[src/rtl/e203_exu_excp_seq.sv]
// Exception/interrupt/debug flush sequencer with WFI halt handshake.
// Arbitrates trap sources, latches the redirect info, and sequences core sleep.
module e203_exu_excp_seq (
  input  logic        clk,
  input  logic        rst_n,
  input  logic        longp_excp_valid,
  input  logic [3:0]  longp_cause,
  input  logic [31:0] longp_pc,
  input  logic        alu_excp_valid,
  input  logic [3:0]  alu_cause,
  input  logic [31:0] alu_pc,
  input  logic        irq_pending,
  input  logic [3:0]  irq_cause,
  input  logic        dbg_req,
  input  logic        wfi_cmt,
  input  logic        oitf_empty,
  input  logic [31:0] csr_mtvec_r,
  input  logic        flush_ack,
  input  logic        wfi_halt_ifu_ack,
  input  logic        wfi_halt_exu_ack,
  output logic        longp_excp_ready,
  output logic        alu_excp_ready,
  output logic        flush_req,
  output logic [31:0] flush_pc,
  output logic [4:0]  flush_cause,
  output logic [31:0] flush_epc,
  output logic        flush_dbg,
  output logic        wfi_halt_ifu_req,
  output logic        wfi_halt_exu_req,
  output logic        core_wfi,
  output logic [7:0]  excp_cnt
);

  typedef enum logic [1:0] {
    IDLE     = 2'd0,
    FLUSH    = 2'd1,
    WFI_HALT = 2'd2,
    SLEEP    = 2'd3
  } state_t;

  state_t      state_q, state_d;
  logic [31:0] flush_pc_q, flush_pc_d;
  logic [31:0] flush_epc_q, flush_epc_d;
  logic [4:0]  flush_cause_q, flush_cause_d;
  logic        flush_dbg_q, flush_dbg_d;
  logic [7:0]  excp_cnt_q, excp_cnt_d;
  logic        ifu_ack_q, ifu_ack_d;
  logic        exu_ack_q, exu_ack_d;

  logic        is_idle;
  logic        acc_longp, acc_dbg, acc_irq, acc_alu, acc_any;
  logic [31:0] mtvec_base;

  // Fixed priority: longp > dbg > irq > alu; irq/alu wait for the long pipe to drain.
  assign is_idle    = (state_q == IDLE);
  assign acc_longp  = is_idle & longp_excp_valid;
  assign acc_dbg    = is_idle & ~longp_excp_valid & dbg_req;
  assign acc_irq    = is_idle & ~longp_excp_valid & ~dbg_req & irq_pending & oitf_empty;
  assign acc_alu    = is_idle & ~longp_excp_valid & ~dbg_req & ~irq_pending
                    & alu_excp_valid & oitf_empty;
  assign acc_any    = acc_longp | acc_dbg | acc_irq | acc_alu;
  assign mtvec_base = {csr_mtvec_r[31:2], 2'b00};

  always_comb begin
    state_d       = state_q;
    flush_pc_d    = flush_pc_q;
    flush_epc_d   = flush_epc_q;
    flush_cause_d = flush_cause_q;
    flush_dbg_d   = flush_dbg_q;
    excp_cnt_d    = excp_cnt_q;
    ifu_ack_d     = ifu_ack_q;
    exu_ack_d     = exu_ack_q;

    if (acc_any && excp_cnt_q != 8'hFF) begin
      excp_cnt_d = excp_cnt_q + 8'd1;
    end

    if (acc_longp) begin
      flush_pc_d    = mtvec_base;
      flush_epc_d   = longp_pc;
      flush_cause_d = {1'b0, longp_cause};
      flush_dbg_d   = 1'b0;
    end else if (acc_dbg) begin
      flush_pc_d    = 32'h0000_0800;
      flush_epc_d   = alu_pc;
      flush_cause_d = 5'h00;
      flush_dbg_d   = 1'b1;
    end else if (acc_irq) begin
      flush_pc_d    = mtvec_base;
      flush_epc_d   = alu_pc;
      flush_cause_d = {1'b1, irq_cause};
      flush_dbg_d   = 1'b0;
    end else if (acc_alu) begin
      flush_pc_d    = mtvec_base;
      flush_epc_d   = alu_pc;
      flush_cause_d = {1'b0, alu_cause};
      flush_dbg_d   = 1'b0;
    end

    case (state_q)
      IDLE: begin
        if (acc_any) begin
          state_d = FLUSH;
        end else if (wfi_cmt) begin
          state_d = WFI_HALT;
        end
      end
      FLUSH: begin
        if (flush_ack) begin
          state_d = IDLE;
        end
      end
      WFI_HALT, SLEEP: begin
        // A wake request overrides any ack arriving in the same cycle.
        if (irq_pending || dbg_req) begin
          state_d   = IDLE;
          ifu_ack_d = 1'b0;
          exu_ack_d = 1'b0;
        end else if (state_q == WFI_HALT) begin
          ifu_ack_d = ifu_ack_q | wfi_halt_ifu_ack;
          exu_ack_d = exu_ack_q | wfi_halt_exu_ack;
          if (ifu_ack_d && exu_ack_d) begin
            state_d = SLEEP;
          end
        end
      end
      default: state_d = IDLE;
    endcase
  end

  always_ff @(posedge clk or negedge rst_n) begin
    if (!rst_n) begin
      state_q       <= IDLE;
      flush_pc_q    <= 32'h0;
      flush_epc_q   <= 32'h0;
      flush_cause_q <= 5'h0;
      flush_dbg_q   <= 1'b0;
      excp_cnt_q    <= 8'h0;
      ifu_ack_q     <= 1'b0;
      exu_ack_q     <= 1'b0;
    end else begin
      state_q       <= state_d;
      flush_pc_q    <= flush_pc_d;
      flush_epc_q   <= flush_epc_d;
      flush_cause_q <= flush_cause_d;
      flush_dbg_q   <= flush_dbg_d;
      excp_cnt_q    <= excp_cnt_d;
      ifu_ack_q     <= ifu_ack_d;
      exu_ack_q     <= exu_ack_d;
    end
  end

  assign longp_excp_ready = acc_longp;
  assign alu_excp_ready   = acc_alu;
  assign flush_req        = (state_q == FLUSH);
  assign flush_pc         = flush_pc_q;
  assign flush_epc        = flush_epc_q;
  assign flush_cause      = flush_cause_q;
  assign flush_dbg        = flush_dbg_q;
  assign wfi_halt_ifu_req = (state_q == WFI_HALT) || (state_q == SLEEP);
  assign wfi_halt_exu_req = (state_q == WFI_HALT) || (state_q == SLEEP);
  assign core_wfi         = (state_q == SLEEP);
  assign excp_cnt         = excp_cnt_q;

endmodule

[config.mk]
export PLATFORM = sky130hd
export DESIGN_NAME = e203_exu_excp_seq
export DESIGN_NICKNAME = d
export VERILOG_FILES = /design/src/rtl/e203_exu_excp_seq.sv
export SDC_FILE = /design/constraint.sdc
export NUM_CORES = 1
export LEC_CHECK = 0
export ABC_AREA = 1
export BUFFER_PORTS_ARGS = -buffer_cell sky130_fd_sc_hd__clkbuf_2
export CAP_MARGIN = 20
export CORE_MARGIN = 3
export CORE_UTILIZATION = 46
export DETAILED_ROUTE_END_ITERATION = 7
export PLACE_DENSITY = 0.86
export SLEW_MARGIN = 20
export SYNTH_ARGS = -nofsm -noshare
export SYNTH_HDL_FRONTEND = slang
export SYNTH_SLANG_ARGS = --single-unit
export TNS_END_PERCENT = 5
[constraint.sdc]
create_clock -name clk -period 2.1 [get_ports clk]
set_clock_uncertainty 0.05 [all_clocks]
set_input_delay 0.21 -clock clk [delete_from_list [all_inputs] [get_ports clk]]
set_output_delay 0.21 -clock clk [all_outputs]
set_load 0.1 [all_outputs]
==> metrics.csv <==
stage;metric;value;unit
outcome;run status;finished, final reports clean;
floorplanning;core footprint;8260;um2
floorplanning;die area;9700;um2
layout;area delta synth->final;32.5;%
clock_tree;Worst-Skew Late Latency;0.33;ns
layout;diode count;0;
sta;final hold vios;0;
floorplanning;Die Y;98.5;um
layout;Reg area;2010;um2
sta;Final period util;0.941;
sta;Pins Over Slew Limit;0;
floorplanning;I/O pin cnt;203;
detailed_routing;via count;3844;
global_route;total gr overflow;0;
sta;slew margin rel.;0.626;
setup_path;r2r endpoint;state_q[0];
logic_synthesis;FF+latch count, synth;80;
layout;most frequent cells in the layout;195 x clkbuf_2, 81 x nand2_1, 80 x nor2_1;
clock_tree;H-tree Lvls;3;
setup_path;worst r2r src;state_q[0];
detailed_routing;post-route ant nets;0;
clock_tree;TritonCTS Buffers;9;
setup_path;WP data required;1.84;ns
global_route;met1 Usage GRT;0.269;
logic_synthesis;post-synth top area share;0.509;
sta;Setup Viol. Count Final;0;
detailed_routing;DRT iter0 DRCs;163;
sta;Fmax;0.506;GHz
detailed_routing;via density per instance;5.06;
setup_path;crit end category;output port;
placement;Final HPWL DP;7840;um
clock_tree;Sinks on Clock Net;80;
global_route;largest net degree at the start of global routing;54;
global_route;initial antenna violation count;0;
clock_tree;CTS tree;yes;
logic_synthesis;count of unique library cells instantiated by Yosys;29;
clock_tree;clock slew seen by the registers of the worst setup and hold paths;0.08;ns
floorplanning;initial core utilization;0.476;
setup_path;CP Launch Point;state_q[0];
setup_path;type of origin of the critical path;flop;
placement;routability cong.;0.820;
layout;most common cell after layout, fill and taps aside;clkbuf_2;
detailed_routing;Routed WL;10400;um
logic_synthesis;Syn Inst Count;462;
job;Max Cap Viol;0;
layout;Multi-input gate area;1640;um2
global_route;vias in the first global route;3693;
min_path;Hold/Removal Path Class;in2reg;
layout;net count of the finished layout;771;
detailed_routing;drt pass-1 iters;4;
logic_synthesis;Synth area leaders;dfrtp_1 51%, nand3_1 8.5%, nand2_1 7.7%;
sta;Worst-Margin Slew;0.563;ns
global_route;GRT Max-Usage Layer;met2;
global_route;GRT Overall Usage;0.214;
detailed_routing;DRC;0;
sta;fin crit period;1.98;ns
setup_path;Register-to-Register Path Depth;8;
sta;Setup TNS;0;ns
global_route;first-pass GRT wire length;17100;um
sta;RSZ-0062 raised after global routing;false;
floorplanning;Die X;98.5;um
setup_path;Worst Path Arrival;1.72;ns
setup_path;R2R Setup Slk;0.29;ns
detailed_routing;average wire per standard cell;13.7;um
clock_tree;Post-CTS Repair Setup Buffers;0;
setup_path;crit path kind;reg2out;
floorplanning;row count;33;
logic_synthesis;Avg Inst Size Synth;8.51;um2
setup_path;crit-path max FO;35;
layout;layout cell share with drive strength beyond 1;0.363;
global_route;met3 global-route usage;0.0262;
placement;IO Port Bufs;198;
logic_synthesis;post-synthesis cell area;3930;um2
setup_path;termination of the worst setup path;alu_excp_ready;
logic_synthesis;Seq/Total Area, Yosys;0.509;
clock_tree;Max Buffers Root-to-Sink;2;
logic_synthesis;Yosys top cell by area;dfrtp_1;
clock_tree;CTS root buffer;clkbuf_8;
global_route;global routing usage on met2;0.376;
layout;number of fill cells;706;
logic_synthesis;Ys Warns;0;
cell type report:
cell class | instances | share of cell area
clock buffer | 11 | 0.0252
clock inverter | 4 | 0.0134
inverter | 23 | 0.0166
multi-input combinational | 328 | 0.314
sequential | 80 | 0.385
tap | 105 | 0.0252
timing repair buffer | 209 | 0.221
registers in the layout (all words and copies together) (netlist names):
register and cells:
flush_dbg 1, ifu_ack_q 1, excp_cnt 8, flush_cause 5, flush_epc 32, flush_pc 30
exu_ack_q 1, state_q 2
metal layers:
| metal | up-vias | wire length [um] |
|---|---|---|
| met5 | - | 0 |
| met4 | 0 | 285 |
| met3 | 25 | 517 |
| met2 | 135 | 5480 |
| met1 | 1803 | 4100 |
| li1 | 1881 | - |
synth_stat cells:
master / count
a21oi_1: 6
nand3_1: 67
o21ai_0: 27
xor2_1: 1
nand3_2: 1
inv_1: 19
buf_6: 6
nand4_1: 1
conb_1: 1
buf_4: 8
clkbuf_1: 12
o21ai_1: 10
xnor2_1: 4
dfrtp_1: 80
ha_1: 1
o21ai_4: 1
a21boi_0: 1
o32ai_1: 2
nor2_1: 80
nand2_1: 81
nand2_2: 2
o21a_1: 32
buf_1: 1
buf_2: 4
nor3_1: 3
inv_2: 4
buf_8: 1
nand2_4: 3
nor2_8: 3
cells by family after synthesis:
group | synth area share
flops | 0.509
fa+ha+maj | 0.00318
xor+xnor | 0.0111
buf+inv | 0.0757
simple gates | 0.274
compound gates | 0.126
other cells | 0.000953
worst max-delay path, cell delays in order (launching register included):
cell	delay, ns
dfrtp_2	0.49
nor2_8	0.15
nand2_4	0.09
inv_2	0.07
nand2_4	0.06
buf_6	0.21
inv_1	0.12
buf_12	0.18
worst min-delay path by stage:
| stage | from | to | slack, ns | depth (start not counted) |
|---|---|---|---|---|
| floorplan | rst_n | excp_cnt[0] | -0.14 | 0 |
| global placement | rst_n | flush_pc[24] | 0.15 | 1 |
| detailed placement | rst_n | flush_pc[25] | 0.15 | 1 |
| CTS | csr_mtvec_r[14] | flush_pc[14] | 0.02 | 3 |
| global route | csr_mtvec_r[8] | flush_pc[8] | 0.04 | 3 |
| finish | csr_mtvec_r[14] | flush_pc[14] | 0.04 | 3 |
per-stage QoR:
step	hold WS (ns)	std cells	utilization	worst slack, ns	instance area [um2]
after global routing	0.0365	760	0.631	0.0484	5210
after detailed placement	0.155	744	0.605	0.260	5000
final	0.0364	760	0.631	0.124	5210
after global placement	0.145	744	0.605	0.300	5000
after floorplan	-0.136	463	-	0.0548	3940
after CTS	0.0244	760	0.631	0.0413	5210
timing repair:
action,4_1_cts,5_1_grt
setup endpoints to repair,1,1
hold buffers,1,0
gates resized for setup,1,1
hold endpoints to repair,37,0
pin swaps,0,0
Power is left out: the tool's default activity adds up to more than one toggle a clock period on the data nets, which glitch-free logic cannot reach.
